## src/rtl/prism_sp_gem_cookie_pkg.sv

```systemverilog
// Shared definitions for the GEM cookie producer and sink: cookie layout,
// field widths, FSM states and the event-to-cookie packing rule.
package prism_sp_gem_cookie_pkg;

  localparam int unsigned SEQ_W    = 6;
  localparam int unsigned ERR_W    = 1;
  localparam int unsigned IDX_W    = 11;
  localparam int unsigned LEN_W    = 14;
  localparam int unsigned EV_LEN_W = 16;

  localparam logic [LEN_W-1:0] LEN_MAX = 14'd16383;

  typedef struct packed {
    logic [SEQ_W-1:0] seq;
    logic [ERR_W-1:0] err;
    logic [IDX_W-1:0] index;
    logic [LEN_W-1:0] length;
  } cookie_t;

  typedef enum logic {
    ST_IDLE = 1'b0,
    ST_HOLD = 1'b1
  } state_t;

  // Oversized frames are clamped to LEN_MAX and flagged as errored.
  function automatic cookie_t pack_cookie(input logic [SEQ_W-1:0]    seq,
                                          input logic [IDX_W-1:0]    index,
                                          input logic [EV_LEN_W-1:0] ev_length,
                                          input logic                ev_error);
    cookie_t c;
    c.seq   = seq;
    c.index = index;
    if (ev_length > {2'b00, LEN_MAX}) begin
      c.length = LEN_MAX;
      c.err    = 1'b1;
    end else begin
      c.length = ev_length[LEN_W-1:0];
      c.err    = ev_error;
    end
    return c;
  endfunction

endpackage

```

## src/rtl/prism_sp_puzzle_hw_gem_cookie_gen.sv

```systemverilog
// GEM cookie producer: packs completion events into 32-bit cookies with a
// rolling sequence number and writes them to the cookie FIFO via a holding register.
module prism_sp_puzzle_hw_gem_cookie_gen
  import prism_sp_gem_cookie_pkg::*;
#(
  parameter bit STALL_ON_FULL = 1'b1
) (
  input  logic        clock,
  input  logic        reset,
  input  logic        ev_valid,
  output logic        ev_ready,
  input  logic [10:0] ev_index,
  input  logic [15:0] ev_length,
  input  logic        ev_error,
  output logic        o_cookie_fifo_w_wr_en,
  output logic [31:0] o_cookie_fifo_w_din,
  input  logic        o_cookie_fifo_w_full,
  output logic [31:0] cookie_count,
  output logic [15:0] drop_count
);

  state_t      state_q, state_d;
  cookie_t     cookie_q, cookie_d;
  logic [5:0]  seq_q, seq_d;
  logic        wr_en_q, wr_en_d;
  logic [31:0] din_q, din_d;
  logic [31:0] cookie_count_q, cookie_count_d;
  logic [15:0] drop_count_q, drop_count_d;

  // Next-state, holding register and counter updates.
  always_comb begin
    state_d        = state_q;
    cookie_d       = cookie_q;
    seq_d          = seq_q;
    wr_en_d        = 1'b0;
    din_d          = din_q;
    cookie_count_d = cookie_count_q;
    drop_count_d   = drop_count_q;
    case (state_q)
      ST_IDLE: begin
        if (ev_valid) begin
          cookie_d = pack_cookie(seq_q, ev_index, ev_length, ev_error);
          seq_d    = seq_q + 6'd1;
          state_d  = ST_HOLD;
        end else begin
          state_d  = ST_IDLE;
        end
      end
      ST_HOLD: begin
        if (!o_cookie_fifo_w_full) begin
          wr_en_d        = 1'b1;
          din_d          = cookie_q;
          cookie_count_d = cookie_count_q + 32'd1;
          state_d        = ST_IDLE;
        end else if (STALL_ON_FULL) begin
          state_d        = ST_HOLD;
        end else begin
          // Saturate so a long overflow burst never wraps back to a small count.
          if (drop_count_q != 16'hFFFF) begin
            drop_count_d = drop_count_q + 16'd1;
          end else begin
            drop_count_d = drop_count_q;
          end
          state_d        = ST_IDLE;
        end
      end
      default: begin
        state_d = ST_IDLE;
      end
    endcase
  end

  // State and datapath registers; reset also kills any in-flight write pulse.
  always_ff @(posedge clock or posedge reset) begin
    if (reset) begin
      state_q        <= ST_IDLE;
      cookie_q       <= '0;
      seq_q          <= 6'd0;
      wr_en_q        <= 1'b0;
      din_q          <= 32'd0;
      cookie_count_q <= 32'd0;
      drop_count_q   <= 16'd0;
    end else begin
      state_q        <= state_d;
      cookie_q       <= cookie_d;
      seq_q          <= seq_d;
      wr_en_q        <= wr_en_d;
      din_q          <= din_d;
      cookie_count_q <= cookie_count_d;
      drop_count_q   <= drop_count_d;
    end
  end

  assign ev_ready              = (state_q == ST_IDLE);
  assign o_cookie_fifo_w_wr_en = wr_en_q;
  assign o_cookie_fifo_w_din   = din_q;
  assign cookie_count          = cookie_count_q;
  assign drop_count            = drop_count_q;

endmodule
```

## config.mk

```make
export PLATFORM = sky130hd
export DESIGN_NAME = prism_sp_puzzle_hw_gem_cookie_gen
export DESIGN_NICKNAME = d
export VERILOG_FILES = /design/src/rtl/prism_sp_gem_cookie_pkg.sv /design/src/rtl/prism_sp_puzzle_hw_gem_cookie_gen.sv
export SDC_FILE = /design/constraint.sdc
export NUM_CORES = 1
export LEC_CHECK = 0
export ABC_AREA = 1
export CAP_MARGIN = 20
export CORE_ASPECT_RATIO = 1.1
export CORE_UTILIZATION = 45
export DETAILED_ROUTE_END_ITERATION = 7
export PLACE_DENSITY = 0.8
export SLEW_MARGIN = 20
export SYNTH_ARGS = -nofsm -noshare
export SYNTH_HDL_FRONTEND = slang
export SYNTH_SLANG_ARGS = --single-unit
export TNS_END_PERCENT = 20
```

## constraint.sdc

```tcl
create_clock -name clock -period 4.21 [get_ports clock]
set_clock_uncertainty 0.15 [all_clocks]
set_input_delay 0.421 -clock clock [delete_from_list [all_inputs] [get_ports clock]]
set_output_delay 0.421 -clock clock [all_outputs]
set_load 0.01 [all_outputs]
```

==> flow_summary.yaml, run 1 <==
outcome:
  status: "complete, no violations"
die:
  die_w_um: 99.6
  ios: 114
  die_h_um: 109
  die-area_um2: 10900
  rows: 38
  coreArea_um2: 10000
  initial_utilization: 0.470
timing:
  fin_crit_ns: 2.28
  worst_pin_slew_ns: 0.814
  max_freq_ghz: 0.439
  layout_worst_path_cycle_share: 0.541
  drv_slew: 0
  rsz0062_at_grt: "no"
  finalHoldViolations: 0
  setup_tns_ns: 0
  setup-violations-final: 0
  slew_headroom: 0.457
power:
  p_seq_frac: 0.481
  ir_worst_vdd_v: 0.000331
  intPower_mw: 2.01
  swShare: 0.297
  leakagePower_nw: 2.77
  switching_power_uw: 851
  p_clk_frac: 0.267
  cellPowerDensity_nw_per_um2: 477
  pwr-share-comb: 0.252
place:
  placed_area_um2: 5750
  place.detailed.hpwl_mm: 7.49
  io_buffer_count: 97
  place.gp.congestion: 0.900
routing:
  routed_via_density: 4.81
  drc: 0
  wl_mm: 10.4
  firstDrtPassIters: 4
  wire_per_inst_um: 13.2
  ant_nets: 0
  initialDrtViolationCount: 193
  via_count: 3773
cts:
  cts_hold_buf: 0
  post_cts_buffers: 0
  tritoncts: "done"
  htreeDepth: 3
  cts.clk_slew.worst_paths_ns: 0.10
  clk_latency_ns: 0.37
  root_buffer: "clkbuf_8"
  clock_sinks: 104
  cts_max_path_buffers: 2
  cts_resized: 0
  cts_buffers: 9
logic_synthesis:
  synth_top_area_frac: 0.552
  synthesis.area_um2: 4720
  yosys_warnings: 0
  yosys.area.top_type: "dfrtp_1"
  synth_area_leaders: "dfrtp_1 (55%), nand2_1 (15%), o21ai_0 (5.5%)"
  syn_inst: 544
  ys_seq_elements: 104
  async_flop_share: 1.00
  ys_seq_area_frac: 0.552
  synth_commonest_cells: "nand2_1 (192), dfrtp_1 (104), o21ai_0 (52)"
  ys_types: 28
  synth_ff_type: "dfrtp_1"
  yosysMostFrequentCell: "nand2_1"
  synth_edf_count: 0
  avgSynthCellArea_um2: 8.67
setup_path:
  max_stage_delay_ns: 0.56
  endpoint_kind: "register"
  crit_arrival_ns: 2.40
  crit_fanout: 46
  crit_chain: "inv_2 -> nand2_2 -> inv_2 -> nand2_1 -> nor3_2 -> nand3_1 -> nand2_1 -> nand2_1"
  worstPathRequired_ns: 4.33
  cpMostUsedCell: "nand2_1"
  critPathKind: "reg -> reg"
  slowest_stage: "inv_2"
  start_kind: "register"
grt:
  antenna_found_initial: 0
  first_global_vias: 3785
  grt_max_degree: 67
  grt_pass1_wl_mm: 17.2
  grt_use_total: 0.204
  overflow: 0
cells_and_area:
  drive_above_1_share: 0.0745
  nNetsFinal: 673
  finish.instance_area_um2: 6000
  n_antenna_cell: 0
  fill_cells: 875
  syn_to_final_growth_pct: 27.3
run:
  maxCapViolations: 0
min_path:
  min_path_type: "reg -> reg"
logic make-up (layout without fill, tap and decap cells):
| logic type | after synthesis | in the layout | share of synthesized area |
|---|---|---|---|
| DFF | 104 | 104 | 0.552 |
| xor gates and xnor gates | 21 | 21 | 0.0390 |
| buffers and inverters | 81 | 166 | 0.0807 |
| adders and majority gates | 2 | 2 | 0.00531 |
| AOI/OAI and AO/OA | 54 | 54 | 0.0573 |
| and+or+nand+nor | 281 | 281 | 0.265 |
| other | 1 | 16 | 0.000795 |
per-layer routing:
layer  part of all wire  vias to the layer above  global-route usage
li1                   -                     1851                   -
met2               0.48                      129               0.337
met4              0.024                        0              0.0956
met3              0.051                       25              0.0445
met1               0.45                     1768               0.257
met5                  0                        -                   0
final cells by class:
class | count | area, um2 | share of cell area
Clock buffer | 11 | 151 | 0.0252
Clock inverter | 5 | 103 | 0.0171
Inverter | 50 | 190 | 0.0317
Multi-Input combinational cell | 374 | 1790 | 0.298
Sequential cell | 104 | 2600 | 0.433
Tap cell | 140 | 175 | 0.0292
Timing Repair Buffer | 100 | 993 | 0.165
critical path: cells and delay by family, from the launching register on:
| family | cells | cell delay (ns) |
|---|---|---|
| buffers and inverters | 2 | 0.69 |
| flip-flops | 1 | 0.40 |
| AND/OR/NAND/NOR | 6 | 0.93 |
metrics by stage:
stage                     setup slack (ns)  total power [mW]   util  instances  hold slack (ns)
final                                 1.93              2.87  0.599        784            0.329
after global routing                  1.69              3.03  0.599        784            0.356
after CTS                             1.94              2.89  0.599        784            0.333
after detailed placement              1.55              2.12  0.573        768            0.310
after global placement                1.70              2.10  0.573        768            0.308
after floorplan                      0.907              1.74      -        559            0.292
registers in the layout, indices dropped and copies added (netlist names):
| signal | count |
|---|---|
| cookie_count | 32 |
| cookie_q | 32 |
| o_cookie_fifo_w_din | 32 |
| o_cookie_fifo_w_wr_en | 1 |
| seq_q | 6 |
| state_q | 1 |
placed cells by master, fill, tap and decap left out, types with 2 or more instances in the layout:
master / count
nand2_1: 192
dfrtp_1: 104
clkdlybuf4s50_1: 97
o21ai_0: 52
inv_1: 44
nor2_1: 28
conb_1: 16
nand3_1: 14
xnor2_1: 11
clkbuf_8: 11
xor2_1: 10
nand4_1: 9
nand3b_1: 8
nor2_4: 7
nor2_2: 6
nor3_1: 6
nand2_2: 5
inv_2: 4
bufinv_16: 3
buf_4: 3
o21ai_1: 2
nor3_2: 2
ha_1: 2
worst paths after layout:
path | startpoint | endpoint | slack (ns) | depth (start not counted)
hold reg to reg | o_cookie_fifo_w_din[20] | o_cookie_fifo_w_din[20] | 0.33 | 2
hold / removal | o_cookie_fifo_w_din[20] | o_cookie_fifo_w_din[20] | 0.33 | 2
min in group asynchronous | reset | cookie_count[11] | 0.39 | 2
setup reg to reg | state_q | seq_q[5] | 1.93 | 8
max in group asynchronous | reset | cookie_q[21] | 2.69 | 3
setup / recovery | state_q | seq_q[5] | 1.93 | 8
power by group through the flow:
| stage | Clock [mW] | Sequential [mW] | Combinational (mW) |
|---|---|---|---|
| after CTS | 0.779 | 1.38 | 0.734 |
| after global placement | 0 | 1.39 | 0.708 |
| after floorplan | 0 | 1.43 | 0.315 |
| final | 0.765 | 1.38 | 0.723 |
| after detailed placement | 0 | 1.39 | 0.732 |
| after global routing | 0.824 | 1.41 | 0.802 |
(Power assumes the default switching activity.)
==> run 2: changes to the inputs <==
Clock period 4.21 ns to 2.1 ns, I/O delays scaled along.
==> run 2 against run 1 <==
  * Clock power is 70% higher
  * Wire length is 0.33% lower
  * Critical path depth is 6 lower
  * Worst hold slack worse by 0.10 ns
  * Die area stayed put
  * Clock-buffer cell count is 2 lower
  * Sequential share of layout area is 0.15 points lower
  * Non-clock buffer count is 5 higher
  * Largest cell class unchanged
==> flow_summary.yaml, run 2 (same netlist as run 1, synthesis figures left out) <==
routing:
  wl_mm: 10.3
  wire_per_inst_um: 13.1
  routed_via_density: 4.80
  initialDrtViolationCount: 141
  drc: 0
  firstDrtPassIters: 5
  ant_nets: 0
  via_count: 3791
setup_path:
  slowest_stage: "clkdlybuf4s50_1"
  start_kind: "register"
  critPathKind: "reg -> out"
  max_stage_delay_ns: 0.56
  endpoint_kind: "output port"
  crit_chain: "inv_2 -> clkdlybuf4s50_1"
  crit_fanout: 4
  worstPathRequired_ns: 1.74
  crit_arrival_ns: 1.44
cells_and_area:
  drive_above_1_share: 0.0801
  layout_commonest_cell: "nand2_1"
  final_cell_mix: "nand2_1 (192), dfrtp_1 (104), clkdlybuf4s50_1 (97), o21ai_0 (52), inv_1 (44)"
  finish.instance_area_um2: 6030
  syn_to_final_growth_pct: 27.8
  nNetsFinal: 678
  final-seq-area_um2: 2600
  n_antenna_cell: 0
  fill_cells: 860
  multi_input_area_um2: 1790
cts:
  cts.clk_slew.worst_paths_ns: 0.10
  cts_hold_buf: 1
  cts_buffers: 9
  root_buffer: "clkbuf_8"
  clock_sinks: 104
  clk_latency_ns: 0.35
  cts_max_path_buffers: 2
  htreeDepth: 3
  post_cts_buffers: 0
  tritoncts: "done"
  cts_resized: 0
grt:
  first_global_vias: 3801
  antenna_found_initial: 0
  grt_use_total: 0.202
  overflow: 0
  grt_pass1_wl_mm: 17.4
  grt_max_degree: 62
place:
  io_buffer_count: 97
  place.detailed.hpwl_mm: 7.62
  place.gp.congestion: 0.948
  placed_area_um2: 5810
timing:
  rsz0062_at_grt: "no"
  setup-violations-final: 0
  fin_crit_ns: 1.80
  finalHoldViolations: 0
  max_freq_ghz: 0.555
  setup_tns_ns: 0
  layout_worst_path_cycle_share: 0.859
  drv_slew: 0
power:
  switching_power_mw: 1.78
  ir_worst_vdd_v: 0.000515
  intPower_mw: 3.78
  swShare: 0.320
  p_seq_frac: 0.499
  p_clk_frac: 0.235
  pwr-share-comb: 0.266
  cellPowerDensity_nw_per_um2: 922
  leakagePower_nw: 2.77
min_path:
  min_path_type: "in -> reg"
outcome:
  status: "complete, no violations"
die:
  ios: 114
  rows: 38
  die_w_um: 99.6
  die-area_um2: 10900
  coreArea_um2: 10000
  die_h_um: 109
  initial_utilization: 0.470
run:
  maxCapViolations: 0
[run 2: cell count changes in the layout (fill, tap and decap cells not counted), sizes merged]
cell,change
inv,+3
buf,+4
clkinv,-1
bufinv,-2
dlygate4sd3,+1
clkbuf,-2
clkinvlp,+2
[run 2: through the flow]
step / setup WS, ns / hold WS (ns) / power [mW] / instances / util
3_5_place_dp: 0.247 / 0.312 / 4.29 / 772 / 0.579
5_1_grt: 0.238 / 0.224 / 5.89 / 789 / 0.601
3_3_place_gp: 0.288 / 0.307 / 4.22 / 772 / 0.579
4_1_cts: 0.282 / 0.213 / 5.60 / 789 / 0.601
6_report: 0.297 / 0.228 / 5.55 / 789 / 0.601
2_1_floorplan: 0.494 / 0.170 / 3.49 / 559 / -
[run 2: worst max-delay path: cells and delay by family (launching register included)]
family	cells	cell delay, ns
flops	1	0.41
buf+inv	2	0.69
[run 2: power groups by stage]
stage	combinational (mW)	sequential, mW	clock (mW)
finish	1.48	2.77	1.30
global route	1.65	2.83	1.42
CTS	1.50	2.77	1.33
detailed placement	1.49	2.80	0
global placement	1.43	2.79	0
floorplan	0.632	2.86	0
[run 2: layer usage]
| metal | vias to the layer above | GRT usage | wire [um] |
|---|---|---|---|
| li1 | 1857 | - | - |
| met1 | 1783 | 0.257 | 4560 |
| met4 | 0 | 0.0767 | 198 |
| met3 | 18 | 0.0445 | 561 |
| met2 | 133 | 0.341 | 5010 |
| met5 | - | 0 | 0 |
[run 2: layout make-up]
cell class              instances  area share
multi-input cells             374       0.297
repair buffers                105       0.176
clock inverters                 7      0.0141
clock buffers                   9      0.0206
inverters                      50      0.0318
well taps                     140      0.0291
flip-flops and latches        104       0.432
[run 2: final timing paths]
check                      cells after the start               startpoint                       to  slack (ns)
setup / recovery                               2                  state_q                 ev_ready        0.30
hold / removal                                 3              ev_index[8]             cookie_q[22]        0.23
setup reg to reg                              10          cookie_count[0]         cookie_count[26]        0.38
hold reg to reg                                2  o_cookie_fifo_w_din[21]  o_cookie_fifo_w_din[21]        0.34
max in group asynchronous                      4                    reset                 seq_q[2]        0.79
min in group asynchronous                      3                    reset         cookie_count[11]        0.50
==> run 3: changes to the inputs <==
Settings changed: SLEW_MARGIN 20 to default.
==> results of run 3 <==
The final DEF is identical to that of run 2; final timing and power are the same.
